--- config.mk ---
export PLATFORM = sky130hd
export DESIGN_NAME = parallel_pixel_store
export DESIGN_NICKNAME = d
export VERILOG_FILES = /design/src/rtl/parallel_pixel_store_pkg.sv /design/src/rtl/parallel_pixel_store_saturate.sv /design/src/rtl/parallel_pixel_store.sv
export SDC_FILE = /design/constraint.sdc
export NUM_CORES = 1
export LEC_CHECK = 0
export CORE_MARGIN = 5
export CORE_UTILIZATION = 39
export CTS_BUF_LIST = sky130_fd_sc_hd__clkbuf_8
export DETAILED_ROUTE_END_ITERATION = 10
export PLACE_DENSITY = 0.76
export SLEW_MARGIN = 20
export SYNTH_ARGS = -nofsm -noshare
export SYNTH_HDL_FRONTEND = slang
export SYNTH_HIERARCHICAL = 1
export SYNTH_SLANG_ARGS = --single-unit
--- constraint.sdc ---
create_clock -name clk -period 5.44 [get_ports clk]
set_input_delay 1.632 -clock clk [delete_from_list [all_inputs] [get_ports clk]]
set_output_delay 1.632 -clock clk [all_outputs]
set_load 0.1 [all_outputs]
--- src/rtl/parallel_pixel_store_pkg.sv ---
// Shared widths, store-path FSM encodings and defaults for the pixel write-back path.
package parallel_pixel_store_pkg;

  localparam int DATA_WIDTH  = 16;
  localparam int PIXEL_WIDTH = 8;
  localparam int NUM_PIXELS  = 8;
  localparam int ADDR_WIDTH  = 12;
  localparam int WORD_WIDTH  = NUM_PIXELS * DATA_WIDTH;
  localparam int MEM_WIDTH   = NUM_PIXELS * PIXEL_WIDTH;

  localparam logic [1:0] ST_IDLE  = 2'd0;
  localparam logic [1:0] ST_WAIT  = 2'd1;
  localparam logic [1:0] ST_WRITE = 2'd2;
  localparam logic [1:0] ST_DONE  = 2'd3;

endpackage

--- src/rtl/parallel_pixel_store_saturate.sv ---
// One lane of the write-back path: arithmetic right shift, then clamp to an unsigned pixel.
module parallel_pixel_store_saturate
  import parallel_pixel_store_pkg::*;
#(
  parameter int PIXEL_W = PIXEL_WIDTH,
  parameter int SHIFT   = 0
) (
  input  logic [DATA_WIDTH-1:0] lane_i,
  output logic [PIXEL_W-1:0]    pix_o,
  output logic                  sat_o
);

  localparam logic signed [DATA_WIDTH-1:0] PIX_MAX = DATA_WIDTH'((2 ** PIXEL_W) - 1);

  logic signed [DATA_WIDTH-1:0] shifted;
  logic                         is_neg;
  logic                         is_over;

  always_comb begin
    shifted = $signed(lane_i) >>> SHIFT;
    is_neg  = shifted[DATA_WIDTH-1];
    is_over = !is_neg && (shifted > PIX_MAX);
    sat_o   = is_neg || is_over;
    if (is_neg) begin
      pix_o = '0;
    end else if (is_over) begin
      pix_o = '1;
    end else begin
      pix_o = shifted[PIXEL_W-1:0];
    end
  end

endmodule

--- src/rtl/parallel_pixel_store.sv ---
// Pixel write-back: latches the destination address, converts one PE result word to packed
// 8-bit pixels and issues a single held memory write, then pulses store_done.
//
//  state    | meaning
//  ST_IDLE  | waiting for store_start with store_en
//  ST_WAIT  | address latched, store_ready high, waiting for pixel_valid_in
//  ST_WRITE | mem_wr_en high, held until mem_wr_ready
//  ST_DONE  | one-cycle store_done pulse
module parallel_pixel_store
  import parallel_pixel_store_pkg::*;
#(
  parameter int PIXEL_W  = PIXEL_WIDTH,
  parameter int NUM_PIX  = NUM_PIXELS,
  parameter int ADDR_W   = ADDR_WIDTH,
  parameter int MEM_W    = MEM_WIDTH,
  parameter int SHIFT    = 0
) (
  input  logic                          clk,
  input  logic                          rst,
  input  logic                          store_en,
  input  logic                          store_start,
  input  logic [ADDR_W-1:0]             base_addr,
  input  logic [ADDR_W-1:0]             row_offset,
  input  logic [ADDR_W-1:0]             col_offset,
  input  logic [NUM_PIX*DATA_WIDTH-1:0] pixel_word_in,
  input  logic                          pixel_valid_in,
  output logic                          store_ready,
  output logic                          mem_wr_en,
  output logic [ADDR_W-1:0]             mem_wr_addr,
  output logic [MEM_W-1:0]              mem_wr_data,
  input  logic                          mem_wr_ready,
  output logic                          store_done,
  output logic [3:0]                    sat_count
);

  logic [1:0]          state_q, state_d;
  logic [ADDR_W-1:0]   addr_q;
  logic [ADDR_W-1:0]   wr_addr_q;
  logic [MEM_W-1:0]    wr_data_q;
  logic [3:0]          sat_count_q;

  logic [ADDR_W-1:0]   addr_sum;
  logic [MEM_W-1:0]    packed_pix;
  logic [NUM_PIX-1:0]  sat_vec;
  logic [3:0]          sat_total;
  logic                start_ok;
  logic                capture;

  for (genvar k = 0; k < NUM_PIX; k++) begin : g_lane
    parallel_pixel_store_saturate #(
      .PIXEL_W (PIXEL_W),
      .SHIFT   (SHIFT)
    ) u_sat (
      .lane_i (pixel_word_in[k*DATA_WIDTH +: DATA_WIDTH]),
      .pix_o  (packed_pix[k*PIXEL_W +: PIXEL_W]),
      .sat_o  (sat_vec[k])
    );
  end

  // Carry out of the address adder is intentionally dropped (wraps within the buffer).
  assign addr_sum = base_addr + row_offset + col_offset;

  always_comb begin
    sat_total = '0;
    for (int k = 0; k < NUM_PIX; k++) begin
      sat_total = sat_total + {3'b000, sat_vec[k]};
    end
  end

  assign start_ok = (state_q == ST_IDLE) && store_start && store_en;
  assign capture  = (state_q == ST_WAIT) && store_en && pixel_valid_in;

  always_comb begin
    state_d = state_q;
    case (state_q)
      ST_IDLE: begin
        if (store_start && store_en) state_d = ST_WAIT;
      end
      ST_WAIT: begin
        // Dropping the enable abandons the request before anything reaches memory.
        if (!store_en) begin
          state_d = ST_IDLE;
        end else if (pixel_valid_in) begin
          state_d = ST_WRITE;
        end
      end
      ST_WRITE: begin
        if (mem_wr_ready) state_d = ST_DONE;
      end
      ST_DONE: state_d = ST_IDLE;
      default: state_d = ST_IDLE;
    endcase
  end

  always_ff @(posedge clk or posedge rst) begin
    if (rst) begin
      state_q     <= ST_IDLE;
      addr_q      <= '0;
      wr_addr_q   <= '0;
      wr_data_q   <= '0;
      sat_count_q <= '0;
    end else begin
      state_q <= state_d;
      if (start_ok) begin
        addr_q <= addr_sum;
      end
      if (capture) begin
        wr_addr_q   <= addr_q;
        wr_data_q   <= packed_pix;
        sat_count_q <= sat_total;
      end
    end
  end

  // Handshake outputs decode the registered state, so async reset clears them at once.
  assign store_ready = (state_q == ST_WAIT);
  assign mem_wr_en   = (state_q == ST_WRITE);
  assign store_done  = (state_q == ST_DONE);
  assign mem_wr_addr = wr_addr_q;
  assign mem_wr_data = wr_data_q;
  assign sat_count   = sat_count_q;

endmodule

==> run metrics, run 1 <==
sequential share of the synthesized area=0.436; Power Dens Cells=635 mW/mm²; Synth Cell Area=0.00540 mm²; clock slew at reported path FFs=90 ps; most frequent cells after synthesis=dfrtp_1, nor2_1, a31oi_1; Max clock buf depth=2; Slew headroom=0.288; WP data required=5640 ps; synth top area cells=dfrtp_1, mux2_1, a31oi_1; top-area cell type share of the netlist area=0.436; RSZ-0062 raised after global routing=no; drt via density=5.09; routed wire length=14.8 mm; synthesized-area fraction occupied by adder cells=0.0895; placer congestion estimate=0.879; Placed Instance Area=0.00807 mm²; worst reg2reg setup slack=3440 ps; multi-input logic area=0.00280 mm²; number of enable flip-flop cells after synthesis=0; DR vias=4741; Fin Clk Skew=10.8 ps; Area Overhead vs Synth=53.6%; Top Layer Used=met4; sw power=3080 µW; clk sink count=94; CTS root buffer=clkbuf_8; Sw Ratio=0.586; layout cells sized above 1=0.0824; Worst Hold Path EP=addr_q[5]; Max Fanout on Critical Path=9; reg2reg end=mem_wr_data[15]; DR WL/cell=15.9 µm; I/O pins=253; most common cell in the netlist=dfrtp_1; Reg area=0.00235 mm²; Synth Register Bits=94; logic gate share of total power=0.675; CP startpoint kind=input pin; mux contribution to synthesized area=0.162; gr ovfl total=0; WL met3=1.23 mm; minimum clock period=4660 ps; sequential power share=0.230; IO Port Bufs=252; post-synthesis simple-gate area fraction=0.132; post-CTS resize count=0; number of placement rows=43; clock power share=0.095; setup violators final=0; number of library cell types mapped by synthesis=39; Final Cycle Share=0.857; Fin. Hold Viols=0; MaxCap Viol Count=0; Reg2Reg Depth=4; Post-CTS Hold Fix Bufs=0; main combinational cell family by area after synthesis=multiplexers; crit path kind=input pin to flop; largest net degree at the start of global routing=85; routed length on met2=7.51 mm; total track usage=0.177; worst skew pair latency=360 ps; CTS tree=yes; Arrival @ worst endpoint=4860 ps; syn avg cell area=10.8 µm²; XOR/XNOR share of the synthesized area=0.0130; final instance area=0.00829 mm²; First-pass DRT Iterations=6; fillers=1127; syn_nets=699; Pleak=0.00351 µW; Initial Util=0.393; Die H=128 µm; DRC Markers=0; Final nets=946; Synthesis Warnings=6; number of diodes=0; CP Capture Type=flop; hold crit path type=flop to flop; Int Power=2180 µW; DP Worst Slack=359 ps; Met1 Wirelength=5.87 mm; Antenna Nets Post-Route=0; Post-Syn Instances=500; FMAX=0.214 GHz; Inserted Clock Buffers=9; Tot Pwr=5260 µW; final setup margin=778 ps; post-DP HPWL=11.7 mm; Synth Area in Compound Gates=0.121; ys async rst share=1.00; Hold Path Depth=2; Hold Crit Start=addr_q[5]; post-CTS setup buffer count=0; maximum VDD drop=394 µV; initial antenna violation count=0; H-tree Lvls=3; die area=0.0163 mm²; final slew viol count=0; Core Region=0.0137 mm²; predominant post-synthesis flop cell=dfrtp_1; global-route wire length before repair=23.5 mm; drt initial violations=190; run status=completed; worst-margin pin slew=1070 ps; width of the die=128 µm; via count of the first global-routing pass=4916; final setup TNS=0 ps; Yosys top cell by area=dfrtp_1
logic make-up (layout without fill, tap and decap cells):
| family | count (synthesis) | after routing |
|---|---|---|
| AO/OA/AOI/OAI | 103 | 103 |
| flip-flops | 94 | 94 |
| buffers and inverters | 50 | 302 |
| multiplexers | 78 | 78 |
| AND/OR/NAND/NOR | 138 | 138 |
| adder cells (fa/ha/maj) | 29 | 29 |
| XOR/XNOR | 8 | 8 |
critical path, cell delays in order:
cell and delay [ps]:
clkdlybuf4s50_1 640, nor2_1 90, nand3_1 110, inv_1 70, fa_1 550, fa_1 430
fa_1 440, inv_1 70, ha_1 160, inv_1 60, fa_1 370, xor2_1 150
o21ai_0 100
registers in the layout, summed over array words and instances (netlist names), named ones only:
register     count
mem_wr_addr     12
mem_wr_data     64
sat_count        4
addr_q          12
state_q          1
power groups by stage:
stage	combinational [µW]	clock, µW	sequential (µW)
3_3_place_gp	3540	0	1200
6_report	3550	502	1210
4_1_cts	3580	519	1220
2_1_floorplan	542	0	3320
3_5_place_dp	3570	0	1230
5_1_grt	3660	542	1250
layer usage:
metal,vias up,global-route usage
li1,2282,-
met1,2273,0.208
met2,168,0.312
met3,18,0.0539
met4,0,0.0512
met5,-,0
area by class of cell:
class	instances	area share
clock buffer	13	0.0216
clock inverter	3	0.00498
inverter	23	0.0110
multi-input combinational	356	0.337
sequential	94	0.284
tap	180	0.0272
timing repair buffer	263	0.314
worst max-delay path by stage:
stage | cells past startpoint | slack (ps) | start | endpoint
after floorplan | 12 | 930 | pixel_word_in[28] | sat_count[2]
after detailed placement | 13 | 360 | pixel_word_in[15] | sat_count[2]
after global placement | 13 | 490 | pixel_word_in[12] | sat_count[2]
after CTS | 13 | 780 | pixel_word_in[15] | sat_count[2]
after global routing | 13 | 620 | pixel_word_in[28] | sat_count[2]
final | 13 | 780 | pixel_word_in[15] | sat_count[2]
layout by cell type, fill, tap and decap left out, drive strengths merged, types with 5 or more instances in the layout:
cell / instances
clkdlybuf4s50: 252
dfrtp: 94
nor2: 90
mux2: 77
a31oi: 66
inv: 24
nand2: 16
fa: 16
ha: 13
clkbuf: 13
o21ai: 13
buf: 11
nand3: 10
nor4: 9
a21oi: 7
a21o: 5
metrics by stage:
step,std cells,util,hold slack [ps]
6_report,932,0.604,478
3_3_place_gp,916,0.588,455
4_1_cts,932,0.604,485
3_5_place_dp,916,0.588,464
5_1_grt,932,0.604,512
2_1_floorplan,500,-,439
Power figures use the tool's default switching activity.
==> run 2: changes to the inputs <==
--- a/config.mk
+++ b/config.mk
@@ -5,11 +5,12 @@
 export SDC_FILE = /design/constraint.sdc
 export NUM_CORES = 1
 export LEC_CHECK = 0
+export ABC_CLOCK_PERIOD_IN_PS = 5440
 export CORE_MARGIN = 5
 export CORE_UTILIZATION = 39
 export CTS_BUF_LIST = sky130_fd_sc_hd__clkbuf_8
 export DETAILED_ROUTE_END_ITERATION = 10
-export PLACE_DENSITY = 0.76
+export PLACE_DENSITY = 0.74
 export SLEW_MARGIN = 20
 export SYNTH_ARGS = -nofsm -noshare
 export SYNTH_HDL_FRONTEND = slang
==> run 2 against run 1 <==
Net effect:
- critical path depth unchanged
- sequential share of layout area about the same
- combinational power about the same
- sequential cell count unchanged
- power down 0.75%
- clock power down 7.6%
- non-clock buffer count up 1
- sequential power about the same
- via count down 0.32%
- worst setup slack worse by 55 ps
- clock skew down 5.0 ps
==> run metrics, run 2 (synthesis gave the netlist of run 1 again) <==
maximum VDD drop=431 µV; Worst Hold Path EP=addr_q[1]; CTS tree=yes; DR WL/cell=15.7 µm; FMAX=0.212 GHz; met1 Use GR=0.205; crit path kind=input pin to flop; DR vias=4726; RSZ-0062 raised after global routing=no; WP data required=5720 ps; Inserted Clock Buffers=9; number of diodes=0; Reg2Reg Depth=5; gr busiest metal=met2; clock power share=0.089; I/O pins=253; Hold Path Depth=2; Tot Pwr=5220 µW; Final nets=947; worst-margin pin slew=1040 ps; setup violators final=0; CTS root buffer=clkbuf_8; fin cells=933; IO Port Bufs=252; final slew viol count=0; CP Capture Type=flop; drt via density=5.07; final setup TNS=0 ps; clock slew at reported path FFs=80 ps; drt initial violations=186; MaxCap Viol Count=0; routed wire length=14.7 mm; WP buf/inv=4; placer congestion estimate=0.920; final instance area=0.00830 mm²; total track usage=0.175; Arrival @ worst endpoint=5000 ps; Crit path largest cell delay=520 ps; Antenna Nets Post-Route=0; via count of the first global-routing pass=4840; largest net degree at the start of global routing=85; hold crit path type=flop to flop; Hold Crit Start=addr_q[1]; placed cells=916; met3 usage=0.0523; layout cells sized above 1=0.0837; multi-input logic area=0.00280 mm²; Int Power=2150 µW; reg2reg end=mem_wr_data[5]; Max clock buf depth=2; most frequent cells in the layout=clkdlybuf4s50_1, dfrtp_1, nor2_1; Final Util=0.605; Sw Ratio=0.588; CP startpoint kind=input pin; Fin. Hold Viols=0; CP max-delay cell=fa_1; post-DP HPWL=11.7 mm; Core Region=0.0137 mm²; H-tree Lvls=3; Die H=128 µm; Post-CTS Hold Fix Bufs=0; DRC Markers=0; Fin Clk Skew=5.77 ps; global-route wire length before repair=23.0 mm; Final Cycle Share=0.867; die area=0.0163 mm²; CP cell instances=clkdlybuf4s50_1 > nor4_4 > nand3_1 > inv_1 > fa_1 > fa_1 > fa_1 > inv_1 > ha_1 > inv_1 > fa_1 > xor2_1 > o21ai_0; commonest non-fill, non-tap cell in the layout=clkdlybuf4s50_1; run status=completed; clk sink count=94; worst skew pair latency=360 ps; Max Fanout on Critical Path=2; Initial Util=0.393; delay-heaviest family, CP=adder cells; First-pass DRT Iterations=4; width of the die=128 µm; post-CTS setup buffer count=0; Reg area=0.00235 mm²; sequential power share=0.230; Power Dens Cells=630 mW/mm²; gr ovfl total=0; Pleak=0.00352 µW; Area Overhead vs Synth=53.7%; Largest register FFs=64; initial antenna violation count=0; post-CTS resize count=0; minimum clock period=4720 ps; met2 Usage GRT=0.303; Top cell by count, worst path=fa_1; Slew headroom=0.308; logic gate share of total power=0.681; worst reg2reg setup slack=3640 ps; Placed Instance Area=0.00807 mm²; fillers=1114; sw power=3070 µW; number of placement rows=43
## run 2: power groups by stage
stage | Sequential (µW) | Combinational [µW] | Clock (µW)
detailed placement | 1220 | 3570 | 0
global placement | 1200 | 3550 | 0
CTS | 1210 | 3580 | 489
finish | 1200 | 3560 | 464
floorplan | 3320 | 542 | 0
global route | 1250 | 3670 | 514
## run 2: layout make-up
type,instances,area share
inverters,23,0.0107
clock buffers,11,0.0183
repair buffers,264,0.317
multi-input cells,356,0.337
clock inverters,5,0.00588
well taps,180,0.0271
flip-flops and latches,94,0.284
## run 2: worst max path at each step
stage	endpoint	cells past startpoint	start
2_1_floorplan	sat_count[2]	12	pixel_word_in[28]
3_3_place_gp	sat_count[2]	13	pixel_word_in[60]
3_5_place_dp	sat_count[2]	13	pixel_word_in[60]
4_1_cts	sat_count[2]	13	pixel_word_in[60]
5_1_grt	sat_count[2]	13	pixel_word_in[60]
6_report	sat_count[2]	13	pixel_word_in[60]
## run 2: worst min-delay path, cell delays in order, from the launching register on
cell	delay, ps
dfrtp_1	350
nand2_1	50
nand2_1	50
## run 2: stage by stage
stage	hold slack [ps]	setup slack, ps
after global placement	454	484
after CTS	481	705
final	477	722
after floorplan	439	930
after detailed placement	460	304
after global routing	507	647
## run 2: layer usage
layer / wire length (µm) / part of all wire / vias up
met5: 0 / 0 / -
met4: 302 / 0.021 / 0
met3: 1220 / 0.083 / 27
met2: 7370 / 0.50 / 173
met1: 5790 / 0.39 / 2240
li1: - / - / 2286
==> run 3: changes to the inputs <==
--- a/config.mk
+++ b/config.mk
@@ -10,7 +10,7 @@
 export CORE_UTILIZATION = 39
 export CTS_BUF_LIST = sky130_fd_sc_hd__clkbuf_8
 export DETAILED_ROUTE_END_ITERATION = 10
-export PLACE_DENSITY = 0.74
+export PLACE_DENSITY = 0.77
 export SLEW_MARGIN = 20
 export SYNTH_ARGS = -nofsm -noshare
 export SYNTH_HDL_FRONTEND = slang
==> run 3 against run 2 <==
Net effect:
- final area about the same
- critical path type unchanged
- largest cell class unchanged
- global-route usage grew 0.41 points
- core utilization about the same
- non-clock buffer count down 1
- die area did not move
- clock power up 10%
- cell count shrank 0.11%
- highest routed layer unchanged
- critical path depth unchanged
- first-iteration DRC count shrank 1.1%
- sequential cell count is the same
==> run metrics, run 3 (synthesis gave the netlist of run 1 again) <==
Max Fanout on Critical Path=9; delay-heaviest family, CP=adder cells; layout cells sized above 1=0.0838; routed length on met2=7.50 mm; DR vias=4786; sequential power share=0.229; Int Power=2180 µW; placed cells=916; placer congestion estimate=0.914; post-CTS resize count=0; global-route wire length before repair=23.7 mm; CP startpoint kind=input pin; FMAX=0.213 GHz; DR WL/cell=16.1 µm; hold crit path type=flop to flop; Final Cycle Share=0.862; H-tree Lvls=3; width of the die=128 µm; Met1 Wirelength=6.01 mm; Sw Ratio=0.586; clk sink count=94; I/O pins=253; RSZ-0062 raised after global routing=no; Slew headroom=0.284; CP max-delay cell=clkdlybuf4s50_1; Antenna Nets Post-Route=0; Hold Crit Start=addr_q[3]; DRC Markers=0; sw power=3090 µW; worst skew pair latency=360 ps; Max clock buf depth=2; gr ovfl total=0; setup violators final=0; clock power share=0.097; most frequent cells in the layout=clkdlybuf4s50_1, dfrtp_1, nor2_1; total track usage=0.179; Inserted Clock Buffers=9; Top Layer Used=met4; WP data required=5640 ps; CTS tree=yes; Core Region=0.0137 mm²; First-pass DRT Iterations=4; crit path kind=input pin to flop; CP Capture Type=flop; worst-margin pin slew=1070 ps; Fin. Hold Viols=0; post-CTS setup buffer count=0; CTS root buffer=clkbuf_8; routed wire length=15.0 mm; IO Port Bufs=252; minimum clock period=4690 ps; initial antenna violation count=0; CP cell instances=clkdlybuf4s50_1 > nor2_1 > nand3_1 > inv_1 > fa_1 > fa_1 > fa_1 > inv_1 > ha_1 > inv_1 > fa_1 > xor2_1 > o21ai_0; Die H=128 µm; post-DP HPWL=11.9 mm; Hold Path Depth=2; reg2reg start=state_q[0]; die area=0.0163 mm²; Pleak=0.00350 µW; Largest register FFs=64; largest net degree at the start of global routing=85; final slew viol count=0; WL met3=1.14 mm; Worst Setup SP=pixel_word_in[14]; Fin Clk Skew=6.81 ps; drt via density=5.14; via count of the first global-routing pass=4995; number of diodes=0; Area Overhead vs Synth=53.6%; Post-CTS Hold Fix Bufs=0; Arrival @ worst endpoint=4890 ps; critical path depth in cells=13; clock slew at reported path FFs=90 ps; final setup TNS=0 ps; Final nets=946; WP buf/inv=4; MaxCap Viol Count=0; maximum VDD drop=379 µV; run status=completed; Reg2Reg Depth=3; Power Dens Cells=636 mW/mm²; Crit path largest cell delay=640 ps; logic gate share of total power=0.673; number of placement rows=43; commonest non-fill, non-tap cell in the layout=clkdlybuf4s50_1; drt initial violations=184; Top cell by count, worst path=fa_1; Initial Util=0.393; fin cells=932
-- run 3: cell count changes in the layout (fill, tap and decap cells not counted), sizes merged --
cell | previous run | this run
inv | 24 | 23
bufinv | 1 | 2
clkbuf | 11 | 10
clkinv | 3 | 2
clkinvlp | 0 | 2
buf | 12 | 11
-- run 3: final cells by class --
| cell class | instances | area (µm²) |
|---|---|---|
| fill | 1134 | 5430 |
| multi-input combinational | 356 | 2800 |
| timing repair buffer | 263 | 2610 |
| sequential | 94 | 2350 |
| tap | 180 | 225 |
| clock buffer | 10 | 138 |
| inverter | 23 | 91.3 |
| clock inverter | 6 | 85.1 |
-- run 3: power by group through the flow --
stage	registers, µW	logic, µW	clock network [µW]
2_1_floorplan	3320	542	0
3_3_place_gp	1210	3540	0
3_5_place_dp	1230	3570	0
4_1_cts	1210	3580	534
5_1_grt	1250	3670	564
6_report	1210	3550	512
-- run 3: through the flow --
step | worst slack (ps) | hold slack, ps | utilization | power [µW] | instance area, µm²
6_report | 752 | 482 | 0.604 | 5270 | 8290
5_1_grt | 541 | 511 | 0.604 | 5480 | 8290
4_1_cts | 758 | 489 | 0.604 | 5320 | 8290
3_5_place_dp | 361 | 467 | 0.588 | 4800 | 8070
3_3_place_gp | 473 | 456 | 0.588 | 4750 | 8070
2_1_floorplan | 930 | 439 | - | 3860 | 5400
-- run 3: path summary, 6_finish.rpt --
check,endpoint,slack [ps]
min in group asynchronous,mem_wr_data[49],1760
min,addr_q[3],480
min reg2reg,addr_q[3],480
max,sat_count[2],750
max reg2reg,mem_wr_data[14],3460
max in group asynchronous,mem_wr_data[63],2920
-- run 3: worst reg2reg max path, delay by kind of cell (launching register included) --
| kind | cells | cell delay, ps |
|---|---|---|
| mux | 1 | 500 |
| flops | 1 | 460 |
| simple gates | 1 | 130 |
| buf+inv | 1 | 790 |
-- run 3: routing by layer --
metal  global-route usage  up-vias
met3               0.0531       29
met2                0.306      180
li1                     -     2288
met5                    0        -
met4               0.0668        0
met1                0.214     2289
